==> src/rtl/seg7_scan_driver.sv <==
// seg7_scan_driver: time-multiplexed driver for an 8-digit common-anode 7-segment display.
// Shows a 32-bit value as 8 hex nibbles, digit 0 rightmost. A new value is captured into a
// shadow register on load. It moves to the displayed register only at a frame boundary,
// so a digit never shows part of an old value and part of a new one.
// Optional feature: define SEG7_BLANK_LEADING_ZERO_EN to blank leading zero digits.
module seg7_scan_driver #(
  parameter int unsigned SCAN_DIV = 100_000
) (
  input  logic        clk,
  input  logic        rst,
  input  logic [31:0] data_in,
  input  logic        load,
  input  logic [7:0]  digit_mask,
  input  logic [7:0]  dp_mask,
  output logic        pending,
  output logic        frame_tick,
  output logic [7:0]  an,
  output logic [6:0]  seg,
  output logic        dp
);

  localparam int unsigned PW = $clog2(SCAN_DIV + 1);
  localparam logic [PW-1:0] PRESC_MAX = PW'(SCAN_DIV - 1);

  logic [PW-1:0] presc;
  logic [2:0]    idx;
  logic [31:0]   shadow;
  logic [31:0]   disp;

  logic          slot_end_c;
  logic          frame_end_c;
  logic          blank_c;
  logic          lit_c;
  logic [3:0]    nib_c;

  // Active-low hex decode, segment order {g,f,e,d,c,b,a}
  function automatic logic [6:0] hex_decode(input logic [3:0] n);
    logic [6:0] s;
    case (n)
      4'h0:    s = 7'h40;
      4'h1:    s = 7'h79;
      4'h2:    s = 7'h24;
      4'h3:    s = 7'h30;
      4'h4:    s = 7'h19;
      4'h5:    s = 7'h12;
      4'h6:    s = 7'h02;
      4'h7:    s = 7'h78;
      4'h8:    s = 7'h00;
      4'h9:    s = 7'h10;
      4'hA:    s = 7'h08;
      4'hB:    s = 7'h03;
      4'hC:    s = 7'h46;
      4'hD:    s = 7'h21;
      4'hE:    s = 7'h06;
      default: s = 7'h0E;
    endcase
    return s;
  endfunction

  assign slot_end_c  = (presc == PRESC_MAX);
  assign frame_end_c = slot_end_c && (idx == 3'd7);
  assign nib_c       = disp[{idx, 2'b00} +: 4];

`ifdef SEG7_BLANK_LEADING_ZERO_EN
  logic [2:0] msn_c;

  // Locate the most significant nonzero nibble; digits above it are blanked (digit 0 never is)
  always_comb begin
    msn_c = 3'd0;
    for (int k = 1; k < 8; k++) begin
      if (disp[4*k +: 4] != 4'h0) msn_c = 3'(k);
    end
    blank_c = (idx != 3'd0) && (idx > msn_c);
  end
`else
  assign blank_c = 1'b0;
`endif

  assign lit_c = digit_mask[idx] & ~blank_c;

  // Slot prescaler and digit index
  always_ff @(posedge clk) begin
    if (rst) begin
      presc      <= '0;
      idx        <= 3'd0;
      frame_tick <= 1'b0;
    end else begin
      presc      <= slot_end_c ? '0 : presc + PW'(1);
      if (slot_end_c) idx <= idx + 3'd1;
      frame_tick <= frame_end_c;
    end
  end

  // Shadow capture and frame-boundary transfer; a load that lands on frame_end waits a frame
  always_ff @(posedge clk) begin
    if (rst) begin
      shadow  <= 32'h0;
      disp    <= 32'h0;
      pending <= 1'b0;
    end else begin
      if (frame_end_c && pending) disp <= shadow;
      if (load) begin
        shadow  <= data_in;
        pending <= 1'b1;
      end else if (frame_end_c) begin
        pending <= 1'b0;
      end
    end
  end

  // Registered display outputs, one cycle behind idx/disp
  always_ff @(posedge clk) begin
    if (rst) begin
      an  <= 8'hFF;
      seg <= 7'h7F;
      dp  <= 1'b1;
    end else begin
      an  <= lit_c ? ~(8'b1 << idx) : 8'hFF;
      seg <= hex_decode(nib_c);
      dp  <= ~(dp_mask[idx] & lit_c);
    end
  end

endmodule

==> config.mk <==
export PLATFORM = sky130hd
export DESIGN_NAME = seg7_scan_driver
export DESIGN_NICKNAME = d
export VERILOG_FILES = /design/src/rtl/seg7_scan_driver.sv
export SDC_FILE = /design/constraint.sdc
export NUM_CORES = 1
export LEC_CHECK = 0
export BUFFER_PORTS_ARGS = -buffer_cell sky130_fd_sc_hd__buf_2
export CAP_MARGIN = 10
export CORE_ASPECT_RATIO = 0.75
export CORE_UTILIZATION = 42
export DETAILED_ROUTE_END_ITERATION = 12
export PLACE_DENSITY = 0.62
export SLEW_MARGIN = 20
export SYNTH_ARGS = -nofsm -noshare
export SYNTH_HDL_FRONTEND = slang
export SYNTH_SLANG_ARGS = --single-unit
==> constraint.sdc <==
create_clock -name clk -period 2.8 [get_ports clk]
set_input_delay 0.56 -clock clk [delete_from_list [all_inputs] [get_ports clk]]
set_output_delay 0.56 -clock clk [all_outputs]
set_load 0.005 [all_outputs]
==> flow_metrics.py, run 1 <==
metrics = {
    "critical_path": {
        "r2r_setup_slack_ps": 420,
        "cp.depth": 6,
        "worst_ep_required_time_ps": 3030,
        "critPathLaunchType": "flop",
        "cp_max_fo": 14,
        "regToRegStartpoint": "idx[0]",
        "crit_chain": "buf_4 > mux4_2 > mux2i_4 > o21ai_0 > a21oi_1 > o21ai_1",
        "worst_setup_path_end_kind": "flop",
        "crit_slowest_cell": "dfxtp_1",
        "max_stage_delay_ps": 590,
        "r2r_end": "seg[0]",
        "ff2ff_path_depth": 6,
        "critPathTopFamily": "multiplexers",
        "path_buf_inv": 1,
        "crit_type": "flop to flop",
        "crit_end": "seg[0]",
        "cp.arrival_ps": 2610,
        "startpoint": "idx[0]",
    },
    "sta": {
        "max_freq_mhz": 420.4,
        "grt_setup_unrepaired": "no",
        "fin_ws_ps": 421.0,
        "period_minus_slack_ps": 2379,
        "hold_ws_ps": 448.1,
        "fin_crit_sh_pct": 84.96,
        "tightest_slew_ps": 850.8,
        "hold_violations": 0,
        "fin_tns_setup_ps": 0,
        "finalSetupViolCount": 0,
        "clock_skew_ps": 7.172,
        "slew_headroom_pct": 42.75,
        "drv_slew": 0,
    },
    "synth": {
        "synth_edf_count": 0,
        "ys_warn_count": 0,
        "ys_seq_area_share_pct": 47.66,
        "synth_area_um2": 4284,
        "synth_async_sr_flop_share_pct": 0,
        "avgSynthCellArea_um2": 10.30,
        "synth.ff_latch_count": 102,
        "postSynthCellCount": 416,
        "synth_nets": 479,
        "ys.flop_type": "dfxtp_1",
        "synth_cell_types": 42,
    },
    "clock_network": {
        "cts_setup_buffers": 0,
        "clk_pin_slew_ps": 70,
        "clock_sinks": 102,
        "worstSkewPairLatency_ps": 340,
        "cts-root-buf": "clkbuf_16",
        "h-tree-depth": 3,
        "hold_buffers": 0,
        "clockBufferDepth": 2,
        "cts_made_buffers": 9,
        "cts_tree": "built",
        "cts_resized": 0,
    },
    "die": {
        "initial_core_util_pct": 43.83,
        "chipWidth_um": 118.6,
        "die_h_um": 89.47,
        "core_um2": 9774,
        "dieArea_um2": 10610,
        "placementRows": 31,
        "ioPinCount": 69,
    },
    "placement": {
        "place_area_um2": 4735,
        "place.gp.congestion": 0.8806,
        "io_buffers": 68,
        "place_inst": 602,
        "dp_slack_ps": 434.0,
        "dp_hpwl_mm": 5.962,
    },
    "power": {
        "combPwrFrac_pct": 4.9,
        "power.total_mw": 2.901,
        "intPower_mw": 2.278,
        "irDropWorstVdd_v": 0.0003659,
        "power_density_nw_per_um2": 576.3,
        "power_leakage_nw": 2.063,
        "clkPwrFrac_pct": 43.0,
        "switchingPower_uw": 622.4,
        "sw_frac_of_total_pct": 21.46,
        "pwr-share-seq_pct": 52.1,
    },
    "global_route": {
        "first_global_vias": 2749,
        "antenna_found_initial": 0,
        "grtUsageTotal_pct": 16.50,
        "grt_max_degree": 44,
        "grt_pass1_wl_mm": 13.55,
        "overflow": 0,
    },
    "final_layout": {
        "antenna_cells": 0,
        "drive_gt1_share_pct": 22.63,
        "stdcell_area_um2": 5034,
        "fin_util_pct": 51.50,
        "num-nets-final": 544,
        "stdcell_count": 618,
        "mostFrequentLayoutCells": "dfxtp_1, nor2_1, mux2i_1",
        "layout_commonest_cell": "dfxtp_1",
        "areaGrowthSynthToFinish_pct": 17.49,
    },
    "route": {
        "antenna_left": 0,
        "routed_wl_mm": 8.311,
        "drt-vias-per-instance": 4.937,
        "drc": 0,
        "drtIter0Drc": 109,
        "drtPass1Iterations": 5,
        "vias": 3051,
        "routedWlPerCell_um": 13.45,
    },
    "worst_hold_path": {
        "min_path_cells": 3,
        "min_path_type": "input pin to flop",
    },
    "flow_run": {
        "cap_viol_max_count": 0,
    },
    "outcome": {
        "status": "complete, no violations",
    },
}
==> area by class of cell <==
| cell class | count | area (µm²) |
|---|---|---|
| Fill cell | 911 | 4741 |
| Multi-Input combinational cell | 281 | 2073 |
| Sequential cell | 102 | 2042 |
| Timing Repair Buffer | 76 | 412.9 |
| Clock buffer | 11 | 242.7 |
| Tap cell | 132 | 165.2 |
| Clock inverter | 5 | 56.30 |
| Inverter | 11 | 41.29 |
==> logic make-up (layout without fill, tap and decap cells) <==
kind of cell	after synthesis	in the layout	share of synthesized area (%)
adder cells (fa/ha/maj)	12	12	3.505
XOR/XNOR	16	16	3.271
AND/OR/NAND/NOR	142	142	14.63
multiplexers	84	84	22.96
AO/OA/AOI/OAI	27	27	4.031
flip-flops	102	102	47.66
buffers and inverters	33	103	3.943
==> how the worst min path moves through the flow <==
| stage | from | to | slack, ps |
|---|---|---|---|
| floorplan | presc[0] | presc[0] | 430 |
| global placement | presc[0] | presc[0] | 440 |
| detailed placement | presc[0] | presc[0] | 470 |
| CTS | data_in[0] | shadow[0] | 440 |
| global route | data_in[5] | shadow[5] | 450 |
| finish | data_in[13] | shadow[13] | 450 |
==> state kept, by name, indices dropped and copies added (netlist names) <==
name / flops
presc: 17
shadow: 32
pending: 1
dp: 1
seg: 7
frame_tick: 1
disp: 32
an: 8
idx: 3
==> synth_stat cells, types with 3 or more instances <==
master | count | area, µm²
mux4_2 | 10 | 225.2
mux2i_1 | 69 | 690.7
o21ai_1 | 4 | 20.02
xor2_1 | 11 | 96.34
nand2_1 | 23 | 86.33
o221ai_1 | 3 | 26.28
inv_1 | 10 | 37.54
buf_6 | 4 | 45.04
o21ai_0 | 6 | 30.03
xnor2_1 | 5 | 43.79
mux2_2 | 4 | 45.04
and3_1 | 5 | 31.28
buf_2 | 6 | 30.03
nor2_1 | 90 | 337.8
clkbuf_1 | 10 | 37.54
a21oi_1 | 4 | 20.02
ha_1 | 12 | 150.1
nand3_1 | 10 | 50.05
dfxtp_1 | 102 | 2042
==> worst register-to-register path, cell delays in order (launching register included) <==
cell	delay [ps]
dfxtp_1	590
buf_4	220
mux4_2	530
mux2i_4	420
o21ai_0	260
a21oi_1	180
o21ai_1	60
==> power by group through the flow <==
stage	logic [mW]	clock network (mW)	registers (mW)
2_1_floorplan	0.0857	0	1.54
3_3_place_gp	0.141	0	1.54
3_5_place_dp	0.144	0	1.54
4_1_cts	0.145	1.28	1.51
5_1_grt	0.160	1.35	1.51
6_report	0.143	1.25	1.51
==> routing by layer <==
layer	track usage, %	vias up	part of all wire [%]
met5	0	-	0
met1	23.30	1408	54
met4	5.869	0	0.93
li1	-	1561	-
met3	5.357	7	5.7
met2	23.50	75	39
(Power assumes the default switching activity.)
==> run 2, diff against run 1 <==
clock period = 2.5 ns   (was 2.8 ns; I/O delays follow)
==> run 2 against run 1 <==
Against the previous run:
- total power increased by 7.9%
- final cell count grew 0.32%
- sequential share of layout area barely moved
- clock skew shrank 2.2 ps
- global-route usage grew 1.4 points
- die area is the same
- register-to-register slack lost 190 ps
- clock power hardly changed
- non-clock buffer count grew 3
- count of clock-buffer cells in the layout increased by 1
==> flow_metrics.py, run 2 (synthesis results as in run 1) <==
metrics = {
    "global_route": {
        "antenna_found_initial": 0,
        "gr-usage-met1_pct": 25.32,
        "met2_usage_pct": 25.89,
        "use_met3_pct": 5.357,
        "grt_busiest_layer": "met2",
        "first_global_vias": 2879,
        "grt_max_degree": 33,
        "overflow": 0,
        "grt_pass1_wl_mm": 14.62,
        "grtUsageTotal_pct": 17.93,
    },
    "die": {
        "ioPinCount": 69,
        "placementRows": 31,
        "dieArea_um2": 10610,
        "chipWidth_um": 118.6,
        "core_um2": 9774,
        "initial_core_util_pct": 43.83,
        "die_h_um": 89.47,
    },
    "clock_network": {
        "h-tree-depth": 3,
        "cts_resized": 0,
        "clk_pin_slew_ps": 70,
        "cts_setup_buffers": 0,
        "cts_tree": "built",
        "cts-root-buf": "clkbuf_16",
        "cts_made_buffers": 9,
        "clock_sinks": 102,
        "worstSkewPairLatency_ps": 340,
        "hold_buffers": 0,
        "clockBufferDepth": 2,
    },
    "placement": {
        "dp_hpwl_mm": 6.373,
        "io_buffers": 68,
        "place.gp.congestion": 0.8330,
    },
    "critical_path": {
        "cp_max_fo": 17,
        "crit_chain": "buf_12 > mux4_2 > mux2_2 > inv_1 > ha_1 > o21ai_0 > o21ai_0 > a2bb2oi_1",
        "path_buf_inv": 2,
        "regToRegStartpoint": "idx[0]",
        "r2r_setup_slack_ps": 230,
        "crit_slowest_cell": "mux4_2",
        "ff2ff_path_depth": 8,
        "critPathLaunchType": "flop",
        "cp.depth": 8,
        "worst_setup_path_end_kind": "flop",
        "cp.arrival_ps": 2540,
        "max_stage_delay_ps": 510,
        "r2r_end": "seg[3]",
        "startpoint": "idx[0]",
        "worst_ep_required_time_ps": 2770,
        "crit_end": "seg[3]",
        "critPathTopFamily": "multiplexers",
        "crit_type": "flop to flop",
        "path_common_cell": "o21ai_0",
    },
    "route": {
        "routed_wl_mm": 8.781,
        "routedWlPerCell_um": 14.16,
        "vias": 3076,
        "drt-vias-per-instance": 4.961,
        "antenna_left": 0,
        "drc": 0,
        "drtPass1Iterations": 4,
        "drtIter0Drc": 156,
    },
    "power": {
        "power.total_mw": 3.130,
        "power_leakage_nw": 2.063,
        "irDropWorstVdd_v": 0.0004343,
        "power_density_nw_per_um2": 621.4,
    },
    "sta": {
        "clock_skew_ps": 4.927,
        "tightest_slew_ps": 527.0,
        "fin_tns_setup_ps": 0,
        "hold_violations": 0,
        "max_freq_mhz": 440.3,
        "grt_setup_unrepaired": "no",
        "slew_headroom_pct": 64.59,
        "finalSetupViolCount": 0,
        "drv_slew": 0,
        "fin_crit_sh_pct": 90.84,
        "period_minus_slack_ps": 2271,
    },
    "final_layout": {
        "areaGrowthSynthToFinish_pct": 17.58,
        "fill_cells": 912,
        "mostFrequentLayoutCells": "dfxtp_1, nor2_1, mux2i_1",
        "multi_input_area_um2": 2073,
        "fin_util_pct": 51.54,
        "regArea_um2": 2042,
        "drive_gt1_share_pct": 22.75,
        "layout_commonest_cell": "dfxtp_1",
        "reg_top3": "disp x32, shadow x32, presc x17",
        "num-nets-final": 547,
        "antenna_cells": 0,
    },
    "outcome": {
        "status": "complete, no violations",
    },
    "worst_hold_path": {
        "min_path_type": "input pin to flop",
    },
    "flow_run": {
        "cap_viol_max_count": 0,
    },
}
[run 2: layout make-up]
type	count	share of cell area (%)
tap	132	3.279
timing repair buffer	79	8.892
sequential	102	40.54
multi-input combinational	281	41.16
clock buffer	12	4.893
clock inverter	3	0.4223
inverter	11	0.8197
[run 2: stage by stage]
stage               std cells  hold slack [ps]  setup slack (ps)  area [µm²]
global placement          605            442.3             348.1        4770
detailed placement        605            457.7             239.9        4770
global route              620            377.6             98.97        5037
CTS                       620            377.0             219.4        5037
floorplan                 416            429.7             310.0        4284
finish                    620            391.8             229.0        5037
[run 2: worst min-delay path by stage]
stage           startpoint    endpoint  cells after the start  slack [ps]
6_report       data_in[12]  shadow[12]                      3         390
5_1_grt        data_in[11]  shadow[11]                      3         380
4_1_cts         data_in[7]   shadow[7]                      3         380
3_5_place_dp      presc[0]    presc[0]                      1         460
3_3_place_gp      presc[0]    presc[0]                      1         440
2_1_floorplan     presc[0]    presc[0]                      1         430
[run 2: power by group]
group / switching [mW] / internal (mW) / leakage (nW)
clock network: 0.575 / 0.697 / 0.129
registers: 0.0265 / 1.67 / 0.832
logic: 0.0815 / 0.0818 / 1.10
[run 2: worst min-delay path: stages]
cell and delay (ps):
buf_2 70, mux2i_1 50, nor2_1 70
[run 2: routing by layer]
metal / routed length (µm) / vias up / share of wire (%)
met2: 3718 / 73 / 42
met5: 0 / - / 0
met1: 4529 / 1433 / 52
met4: 68 / 0 / 0.77
li1: - / 1564 / -
met3: 464 / 6 / 5.3
